===== src/rtl/ps2_kbd_rx.sv =====
// PS/2 keyboard receiver.
// Takes the raw PS/2 clock and data lines and rebuilds 11-bit frames from them:
// start bit, 8 data bits LSB first, odd parity, stop bit.
// Both lines are synchronized, and the clock is also debounced.
// A frame is then decoded on the falling edges of the debounced clock.
// Good frames update the scan code and produce a one-cycle strobe.
// Parity errors, bad stop bits and stalled frames produce a one-cycle error pulse instead.
module ps2_kbd_rx #(
    parameter int FREQ_HZ        = 25000000,
    parameter int FILTER_LEN     = 4,
    parameter int TIMEOUT_CYCLES = 2500
) (
    input  logic       clk,
    input  logic       reset_i,
    input  logic       ps2_clk_i,
    input  logic       ps2_data_i,
    output logic [7:0] ps2_kbd_code_o,
    output logic       ps2_kbd_strobe_o,
    output logic       ps2_kbd_err_o
);

    // FREQ_HZ only records the clock rate that TIMEOUT_CYCLES was sized for.
    // It is multiplied by zero so that it is referenced but has no effect.
    localparam int FREQ_UNUSED = FREQ_HZ * 0;

    // The filter counter counts the mismatching samples seen so far.
    // The filtered clock flips on the last sample of a run of FILTER_LEN mismatches.
    localparam logic [3:0]  FILTER_LAST   = 4'(FILTER_LEN - 1);
    localparam logic [15:0] TIMEOUT_LIMIT = 16'(TIMEOUT_CYCLES + FREQ_UNUSED);

    typedef enum logic [1:0] {
        IDLE   = 2'd0,
        DATA   = 2'd1,
        PARITY = 2'd2,
        STOP   = 2'd3
    } state_t;

    logic        clk_meta;
    logic        clk_sync;
    logic        data_meta;
    logic        data_sync;
    logic [3:0]  filter_cnt;
    logic        clk_filt;
    logic        clk_filt_prev;
    logic        fall;
    logic        timeout_hit;
    logic        parity_good;

    state_t      state;
    logic [2:0]  bit_cnt;
    logic [7:0]  shift_reg;
    logic        parity_bit;
    logic [15:0] tmo_cnt;

    // Two-flop synchronizers on both PS/2 lines.
    // They reset to the idle-high level so that leaving reset does not look like an edge.
    always_ff @(posedge clk) begin
        if (reset_i) begin
            clk_meta  <= 1'b1;
            clk_sync  <= 1'b1;
            data_meta <= 1'b1;
            data_sync <= 1'b1;
        end else begin
            clk_meta  <= ps2_clk_i;
            clk_sync  <= clk_meta;
            data_meta <= ps2_data_i;
            data_sync <= data_meta;
        end
    end

    // Debounce the synchronized clock.
    // The filtered level changes only after FILTER_LEN consecutive samples that differ from it.
    // Any shorter excursion resets the run count and is ignored.
    always_ff @(posedge clk) begin
        if (reset_i) begin
            filter_cnt <= 4'd0;
            clk_filt   <= 1'b1;
        end else if (clk_sync == clk_filt) begin
            filter_cnt <= 4'd0;
        end else if (filter_cnt == FILTER_LAST) begin
            filter_cnt <= 4'd0;
            clk_filt   <= clk_sync;
        end else begin
            filter_cnt <= filter_cnt + 4'd1;
        end
    end

    // Keep the previous filtered level so that a falling edge can be detected.
    always_ff @(posedge clk) begin
        if (reset_i) begin
            clk_filt_prev <= 1'b1;
        end else begin
            clk_filt_prev <= clk_filt;
        end
    end

    assign fall        = clk_filt_prev & ~clk_filt;
    assign timeout_hit = (tmo_cnt == TIMEOUT_LIMIT);

    // Odd parity: the eight data bits plus the parity bit must hold an odd number of ones.
    assign parity_good = ^{shift_reg, parity_bit};

    // Frame decoder with registered outputs.
    // The stall counter runs whenever a frame is open and is cleared by every clock edge.
    // An edge takes priority over a timeout that expires in the same cycle,
    // because that edge proves the keyboard is still sending.
    always_ff @(posedge clk) begin
        if (reset_i) begin
            state            <= IDLE;
            bit_cnt          <= 3'd0;
            shift_reg        <= 8'h00;
            parity_bit       <= 1'b0;
            tmo_cnt          <= 16'd0;
            ps2_kbd_code_o   <= 8'h00;
            ps2_kbd_strobe_o <= 1'b0;
            ps2_kbd_err_o    <= 1'b0;
        end else begin
            ps2_kbd_strobe_o <= 1'b0;
            ps2_kbd_err_o    <= 1'b0;

            if (state == IDLE || fall) begin
                tmo_cnt <= 16'd0;
            end else begin
                tmo_cnt <= tmo_cnt + 16'd1;
            end

            case (state)
                IDLE: begin
                    if (fall && !data_sync) begin
                        state   <= DATA;
                        bit_cnt <= 3'd0;
                    end
                end

                DATA: begin
                    if (fall) begin
                        shift_reg <= {data_sync, shift_reg[7:1]};
                        bit_cnt   <= bit_cnt + 3'd1;
                        if (bit_cnt == 3'd7) begin
                            state <= PARITY;
                        end
                    end else if (timeout_hit) begin
                        state         <= IDLE;
                        shift_reg     <= 8'h00;
                        ps2_kbd_err_o <= 1'b1;
                    end
                end

                PARITY: begin
                    if (fall) begin
                        parity_bit <= data_sync;
                        state      <= STOP;
                    end else if (timeout_hit) begin
                        state         <= IDLE;
                        shift_reg     <= 8'h00;
                        ps2_kbd_err_o <= 1'b1;
                    end
                end

                STOP: begin
                    if (fall) begin
                        state <= IDLE;
                        if (data_sync && parity_good) begin
                            ps2_kbd_code_o   <= shift_reg;
                            ps2_kbd_strobe_o <= 1'b1;
                        end else begin
                            ps2_kbd_err_o <= 1'b1;
                        end
                    end else if (timeout_hit) begin
                        state         <= IDLE;
                        shift_reg     <= 8'h00;
                        ps2_kbd_err_o <= 1'b1;
                    end
                end

                default: begin
                    state <= IDLE;
                end
            endcase
        end
    end

endmodule


===== config.mk =====
export PLATFORM = sky130hd
export DESIGN_NAME = ps2_kbd_rx
export DESIGN_NICKNAME = d
export VERILOG_FILES = /design/src/rtl/ps2_kbd_rx.sv
export SDC_FILE = /design/constraint.sdc
export NUM_CORES = 1
export LEC_CHECK = 0
export CORE_MARGIN = 3
export CORE_UTILIZATION = 40
export DETAILED_ROUTE_END_ITERATION = 8
export PLACE_DENSITY = 0.58
export SYNTH_ARGS = -nofsm -noshare
export SYNTH_HDL_FRONTEND = slang
export SYNTH_SLANG_ARGS = --single-unit

===== constraint.sdc =====
create_clock -name clk -period 1.7 [get_ports clk]
set_input_delay 0.17 -clock clk [delete_from_list [all_inputs] [get_ports clk]]
set_output_delay 0.17 -clock clk [all_outputs]
set_load 0.01 [all_outputs]

==> metrics.txt, run 1 <==
Setup Crit Path Kind=reg2reg; Max VDD drop=0.000398 V; Layout fillers=between 400 and 500; Setup Skew=0.00902 ns; drt drc=0; Tmin final=between 1.5 and 2 ns; WL/cell=roughly 12 um; Initial Util=between 40% and 50%; Core Util, Final=54.1%; DPL Wire Length=2960 um; max reg flops=16; Gate power share=1.4%; Reg power frac=about three fifths; maxcap violations=0; Post-layout nets=290; Leakage Power=1.15 nW; final hold vios=0; CP startpoint kind=flip-flop; main flop type after synthesis=dfxtp_1; Post-Syn Area=2190 um2; core box area=5200 um2; Initial DRC Count=between 60 and 70; Register-to-Register Path Depth=6; hold_buf cts=0; port buffer count=13; most frequent cell after synthesis=dfxtp_1; Clk pin slew, worst setup/hold paths=0.09 ns; reg-to-reg slack, setup=0.0006 ns; global placer's final weighted congestion=0.787; num rows=26; async set or reset register ratio after synthesis=0%; Worst-Margin Slew=0.314 ns; Seq cells post-synth=50; worst min path class=reg2reg; Post-CTS Setup Bufs=0; Post-Synthesis Mean Instance Area=9.46 um2; met3 usage=between 2 and 3%; first-pass GRT wire length=7030 um; clk sinks=50; Total GRT Usage=13.9%; sw frac=19.9%; Gate Count Post-Synth=232; ant diodes=0; Pwr Density=718 nW/um2; FF-to-FF Start=shift_reg[4]; HP Start=clk_meta; area grow syn2layout=28.3%; worst hold endpoint=clk_sync; number of synthesized flops with an enable pin=0; Switching Power=just over 0.4 mW; global-route track usage on met2=21.3%; sequential-to-total area share from yosys stat=45.6%; top cells by count, synth=dfxtp_1 (50), nor2_1 (43), nand3_1 (13), xor2_1 (13), mux2i_1 (10); vias in the first global route=1,550; Slew Limit Fails=0; antenna violations before repair=0; routed vias=1,678; final cell count without fillers=348; status=finished clean; clk_lat worst skew=0.30 ns; Synth cell types=36; H-tree levels=2; CTS Root Cell=clkbuf_8; vias per inst=4.82; endpoints failing setup=0; Syn. warnings=0; TritonCTS buffer count=5; leading area contributor after synthesis=dfxtp_1; Final Routed Wirelength=slightly above 4000 um; First-pass DRT Iterations=4; clk buf depth=2; met1 global-route usage=19.2%; Final Cycle Share=100%; Synth Net Count=approximately 250; Clock power frac=40.4%; CP Max Fanout=4; grt total ovfl=0; Req. time, crit path=1.89 ns; Slew HR=about four fifths; max frequency=588 MHz; RSZ-0062 raised after global routing=yes; Die Span Y=80.1 um; endpoint type of the worst setup path=flip-flop; largest net degree at the start of global routing=25; chip width=80.1 um; post-synth top area share=a little under half; R2R Path End=ps2_kbd_code_o[1]; IO Pins=14; TritonCTS clock tree=done; layout cells sized above 1=23.0%; worst hold stages=1; remaining antenna violation count=0; global route hottest layer=met2; cell internal pwr=1.62 mW; DIE AREA=6410 um2; Synth area leaders=dfxtp_1 (46%), nor2_1 (7.4%), xor2_1 (5.2%); dpl cells=340; arrival time worst endpoint=between 1.5 and 2 ns
## cell families (layout without fill, tap and decap cells)
family	count (synthesis)	in the layout	synth area share, %
simple gates	98	98	22.7
flops	50	50	45.6
compound gates	24	24	7.58
xor+xnor	23	23	10.5
buf+inv	17	63	2.91
mux	11	11	5.59
fa+ha+maj	9	9	5.13
## metal layers
layer / wire length [um] / up-vias / share of wire [%]
met2: 1840 / 20 / 45
met5: 0 / - / 0
met3: 108 / 7 / 2.7
li1: - / 879 / -
met4: 65 / 0 / 1.6
met1: 2050 / 772 / 50
## critical path, stage by stage (launching register included)
cell	delay [ns]
dfxtp_2	0.34
xnor2_2	0.15
xnor3_2	0.49
mux2i_4	0.23
buf_6	0.15
mux2i_1	0.18
nor2_1	0.05
## stage by stage
step	cell area [um2]	setup WS, ns	power (mW)	TNS [ns]	hold WS [ns]
2_1_floorplan	2200	0.0000876	1.22	0	0.274
3_3_place_gp	2640	0.0165	1.23	0	0.392
3_5_place_dp	2640	-0.0367	1.23	-0.252	0.394
4_1_cts	2760	-0.0281	2.05	-0.151	0.415
5_1_grt	2820	-0.0859	2.10	-0.584	0.432
6_report	2820	0.000576	2.02	0	0.413
## power by group through the flow
stage | logic, mW | clock network [mW] | registers, mW
after CTS | 0.0280 | 0.844 | 1.18
final | 0.0281 | 0.817 | 1.18
after floorplan | 0.0153 | 0 | 1.20
after global placement | 0.0279 | 0 | 1.21
after global routing | 0.0312 | 0.887 | 1.18
after detailed placement | 0.0279 | 0 | 1.21
## how the worst max path moves through the flow
stage / from / endpoint / slack [ns] / cells past startpoint
after floorplan: shift_reg[5] / ps2_kbd_code_o[7] / 0.00009 / 5
after global placement: shift_reg[1] / ps2_kbd_code_o[7] / 0.02 / 7
after detailed placement: shift_reg[4] / ps2_kbd_code_o[6] / -0.04 / 6
after CTS: shift_reg[5] / ps2_kbd_code_o[6] / -0.03 / 6
after global routing: shift_reg[4] / ps2_kbd_code_o[0] / -0.09 / 6
final: shift_reg[4] / ps2_kbd_code_o[1] / 0.0006 / 6
## area by class of cell
type	instances	area [um2]	share of cell area, %
flip-flops and latches	50	1000	35.6
multi-input cells	165	1190	42.4
repair buffers	47	393	13.9
well taps	70	87.6	3.11
clock buffers	5	68.8	2.44
clock inverters	3	40.0	1.42
inverters	8	30.0	1.07
## placed cells by master (no fill, tap or decap), drive strengths merged, types with 2 or more instances in the layout
| cell type | Yosys | final |
|---|---|---|
| a211oi | 2 | 2 |
| a21oi | 5 | 5 |
| a22oi | 8 | 8 |
| and2 | 2 | 2 |
| and3 | 4 | 4 |
| and4 | 2 | 2 |
| buf | 0 | 34 |
| clkbuf | 9 | 5 |
| clkdlybuf4s50 | 0 | 13 |
| clkinv | 0 | 2 |
| dfxtp | 50 | 50 |
| ha | 9 | 9 |
| inv | 8 | 8 |
| mux2i | 11 | 11 |
| nand2 | 7 | 7 |
| nand2b | 2 | 2 |
| nand3 | 13 | 13 |
| nand4 | 4 | 4 |
| nor2 | 43 | 43 |
| nor2b | 4 | 4 |
| nor3 | 2 | 2 |
| nor4 | 2 | 2 |
| nor4b | 3 | 3 |
| o21ai | 3 | 3 |
| or2 | 6 | 6 |
| or3 | 3 | 3 |
| xnor2 | 8 | 8 |
| xnor3 | 2 | 2 |
| xor2 | 13 | 13 |
## repair_timing
item | in CTS | in global routing
setup endpoints to repair | 9 | 21
pin swaps | 1 | 7
resized for setup | 4 | 12
(Power assumes the default switching activity.)
==> run 2, diff against run 1 <==
Settings changed: PLACE_DENSITY 0.58 to 0.56.
Clock period 1.7 ns to 1.9 ns, I/O delays scaled along.
==> run 2 against run 1 <==
Against the previous run:
- clock-buffer cell count is 1 higher
- cell area is 8.5% lower
- first-iteration DRC count is 6.3% higher
- register-to-register slack better by 0.12 ns
- global-route usage is 0.22 points lower
- cell count is 6.3% lower
- maximum frequency is 4.4% lower
- critical path depth stayed put
- die area stayed put
- non-clock buffer count is 21 lower
- flip-flop and latch count stayed put
- largest power group unchanged
==> metrics.txt, run 2 (synthesis results as in run 1) <==
CP Max Fanout=9 (+5); Post-CTS Setup Bufs=0 (unchanged); TritonCTS clock tree=done; remaining antenna violation count=0 (unchanged); Initial Util=42.2% (unchanged); Req. time, crit path=2.09 ns (+0.20 ns); global placer's final weighted congestion=0.801 (+1.8%); Worst-Margin Slew=0.566 ns (+0.252 ns); DPL Wire Length=2830 um (-4.3%); port buffer count=13 (unchanged); drt drc=0 (unchanged); Critical Path Start=shift_reg[2]; Register-to-Register Path Depth=6 (unchanged); register area=1000 um2 (-0.25%); max reg flops=16 (unchanged); TritonCTS buffer count=5 (unchanged); cell internal pwr=1.32 mW (-19%); final hold vios=0 (unchanged); clk buf depth=2 (unchanged); Clk pin slew, worst setup/hold paths=0.09 ns (about the same); grt total ovfl=0 (unchanged); DIE AREA=6410 um2 (unchanged); status=finished clean; IO Pins=14 (unchanged); First-pass DRT Iterations=5 (+1); Final Routed Wirelength=3920 um (-3.5%); first-pass GRT wire length=6940 um (-1.3%); Tmin final=1.78 ns (+0.0783 ns); Reg power frac=63.1% (+4.9 points); Slew HR=62.3% (-17 points); most frequent cells in the layout=dfxtp_1 (50), nor2_1 (42), nand3_1 (13), xor2_1 (13), clkdlybuf4s50_1 (13); clk_lat worst skew=0.30 ns (about the same); R2R Path End=ps2_kbd_code_o[6]; routed vias=1,621 (-3.4%); Setup TNS Final=0 ns (unchanged); Pwr Density=648 nW/um2 (-9.7%); vias in the first global route=1,562 (+0.77%); Post-layout nets=269 (-7.2%); Crit path largest cell delay=0.49 ns (about the same); Setup crit end=ps2_kbd_code_o[6]; H-tree levels=2 (unchanged); reg-to-reg slack, setup=0.12 ns (+0.12 ns); core box area=5200 um2 (unchanged); sw frac=21.2% (+1.3 points); Gate power share=1.6% (+0.2 points); antenna violations before repair=0 (unchanged); Leakage Power=1.00 nW (-13%); layout cells sized above 1=12.1% (-11 points); CTS Root Cell=clkbuf_8; Switching Power=0.354 mW (-12%); Setup Skew=0.00910 ns (+0.0000761 ns); worst-path cell with the longest stage delay=xnor3_2; leading cell type in the layout, fill and taps excluded=dfxtp_1; worst min path class=reg2reg; maxcap violations=0 (unchanged); chip width=80.1 um (unchanged); Die Span Y=80.1 um (unchanged); endpoint type of the worst setup path=flip-flop; WL/cell=12.0 um (+3.0%); CP cell instances=xor2_1 > xnor3_2 > mux2i_4 > buf_12 > mux2i_1 > nor2_1; Core Util, Final=49.5% (-4.6 points); RSZ-0062 raised after global routing=no; ant diodes=0 (unchanged); arrival time worst endpoint=1.97 ns (+0.08 ns); Slew Limit Fails=0 (unchanged); Clock power frac=35.4% (-5.0 points); Final Power=1.67 mW (-17%); FF-to-FF Start=shift_reg[2]; CP startpoint kind=flip-flop; vias per inst=4.97 (+3.1%); area of the multi-input gates=1140 um2 (-4.6%); area grow syn2layout=17.4%; Layout fillers=521 (+6.1%); Initial DRC Count=68 (+6.3%); max frequency=563 MHz (-4.4%); largest net degree at the start of global routing=20 (-20%); num rows=26 (unchanged); Final Cycle Share=93.6% (-6.4 points); Max VDD drop=0.000270 V (-32%); endpoints failing setup=0 (unchanged); clk sinks=50 (unchanged); Total GRT Usage=13.7% (-0.22 points); Setup Crit Path Kind=reg2reg
-- run 2: cell types whose count changed in the layout (fill, tap and decap cells not counted), sizes merged --
| cell | change |
|---|---|
| clkbuf | +1 |
| bufinv | -1 |
| clkinv | -2 |
| clkinvlp | +1 |
| buf | -21 |
-- run 2: worst min path at each step --
stage               from        end  slack [ns]  cells after the start
2_1_floorplan  ps2_clk_i   clk_meta        0.29                      1
3_3_place_gp   data_meta  data_sync        0.39                      1
3_5_place_dp    clk_meta   clk_sync        0.40                      1
4_1_cts         clk_meta   clk_sync        0.42                      1
5_1_grt        data_meta  data_sync        0.44                      1
6_report        clk_meta   clk_sync        0.42                      1
-- run 2: final cells by class --
type	instances	area share, %
clock buffer	6	2.82
clock inverter	1	0.291
tap	70	3.40
sequential	50	38.8
timing repair buffer	26	9.32
multi-input combinational	165	44.2
inverter	8	1.17
-- run 2: power by group through the flow --
stage / clock network [mW] / registers [mW] / logic, mW
after floorplan: 0 / 1.08 / 0.0137
after global placement: 0 / 1.08 / 0.0267
after detailed placement: 0 / 1.08 / 0.0271
after CTS: 0.621 / 1.05 / 0.0272
after global routing: 0.657 / 1.05 / 0.0294
final: 0.591 / 1.05 / 0.0260
-- run 2: repair_timing --
item	CTS	global route
gates resized for setup	0	3
setup endpoints to repair	0	4
hold buffers	0	0
-- run 2: critical path, delay by kind of cell, from the launching register on --
kind	cells	cell delay, ns
XOR/XNOR	2	0.66
buffers and inverters	1	0.16
multiplexers	2	0.40
flip-flops	1	0.41
AND/OR/NAND/NOR	1	0.05
-- run 2: layer usage --
metal	up-vias	global-route usage [%]	wire length, um
li1	832	-	-
met1	763	17.2	1980
met2	22	22.2	1800
met3	4	3.70	109
met4	0	5.41	36
met5	-	0	0
-- run 2: per-stage QoR --
stage,hold WS [ns],cells,instance area [um2],worst slack (ns)
2_1_floorplan,0.294,232,2190,0.111
3_3_place_gp,0.395,319,2490,0.0854
3_5_place_dp,0.400,319,2490,0.0614
4_1_cts,0.421,326,2570,0.0366
5_1_grt,0.439,326,2580,0.00760
6_report,0.418,326,2580,0.122
==> run 3, diff against run 2 <==
Settings changed: CTS_CLUSTER_SIZE from default to 20.
==> results of run 3 <==
No change in the layout: final DEF, timing and power equal those of run 2.
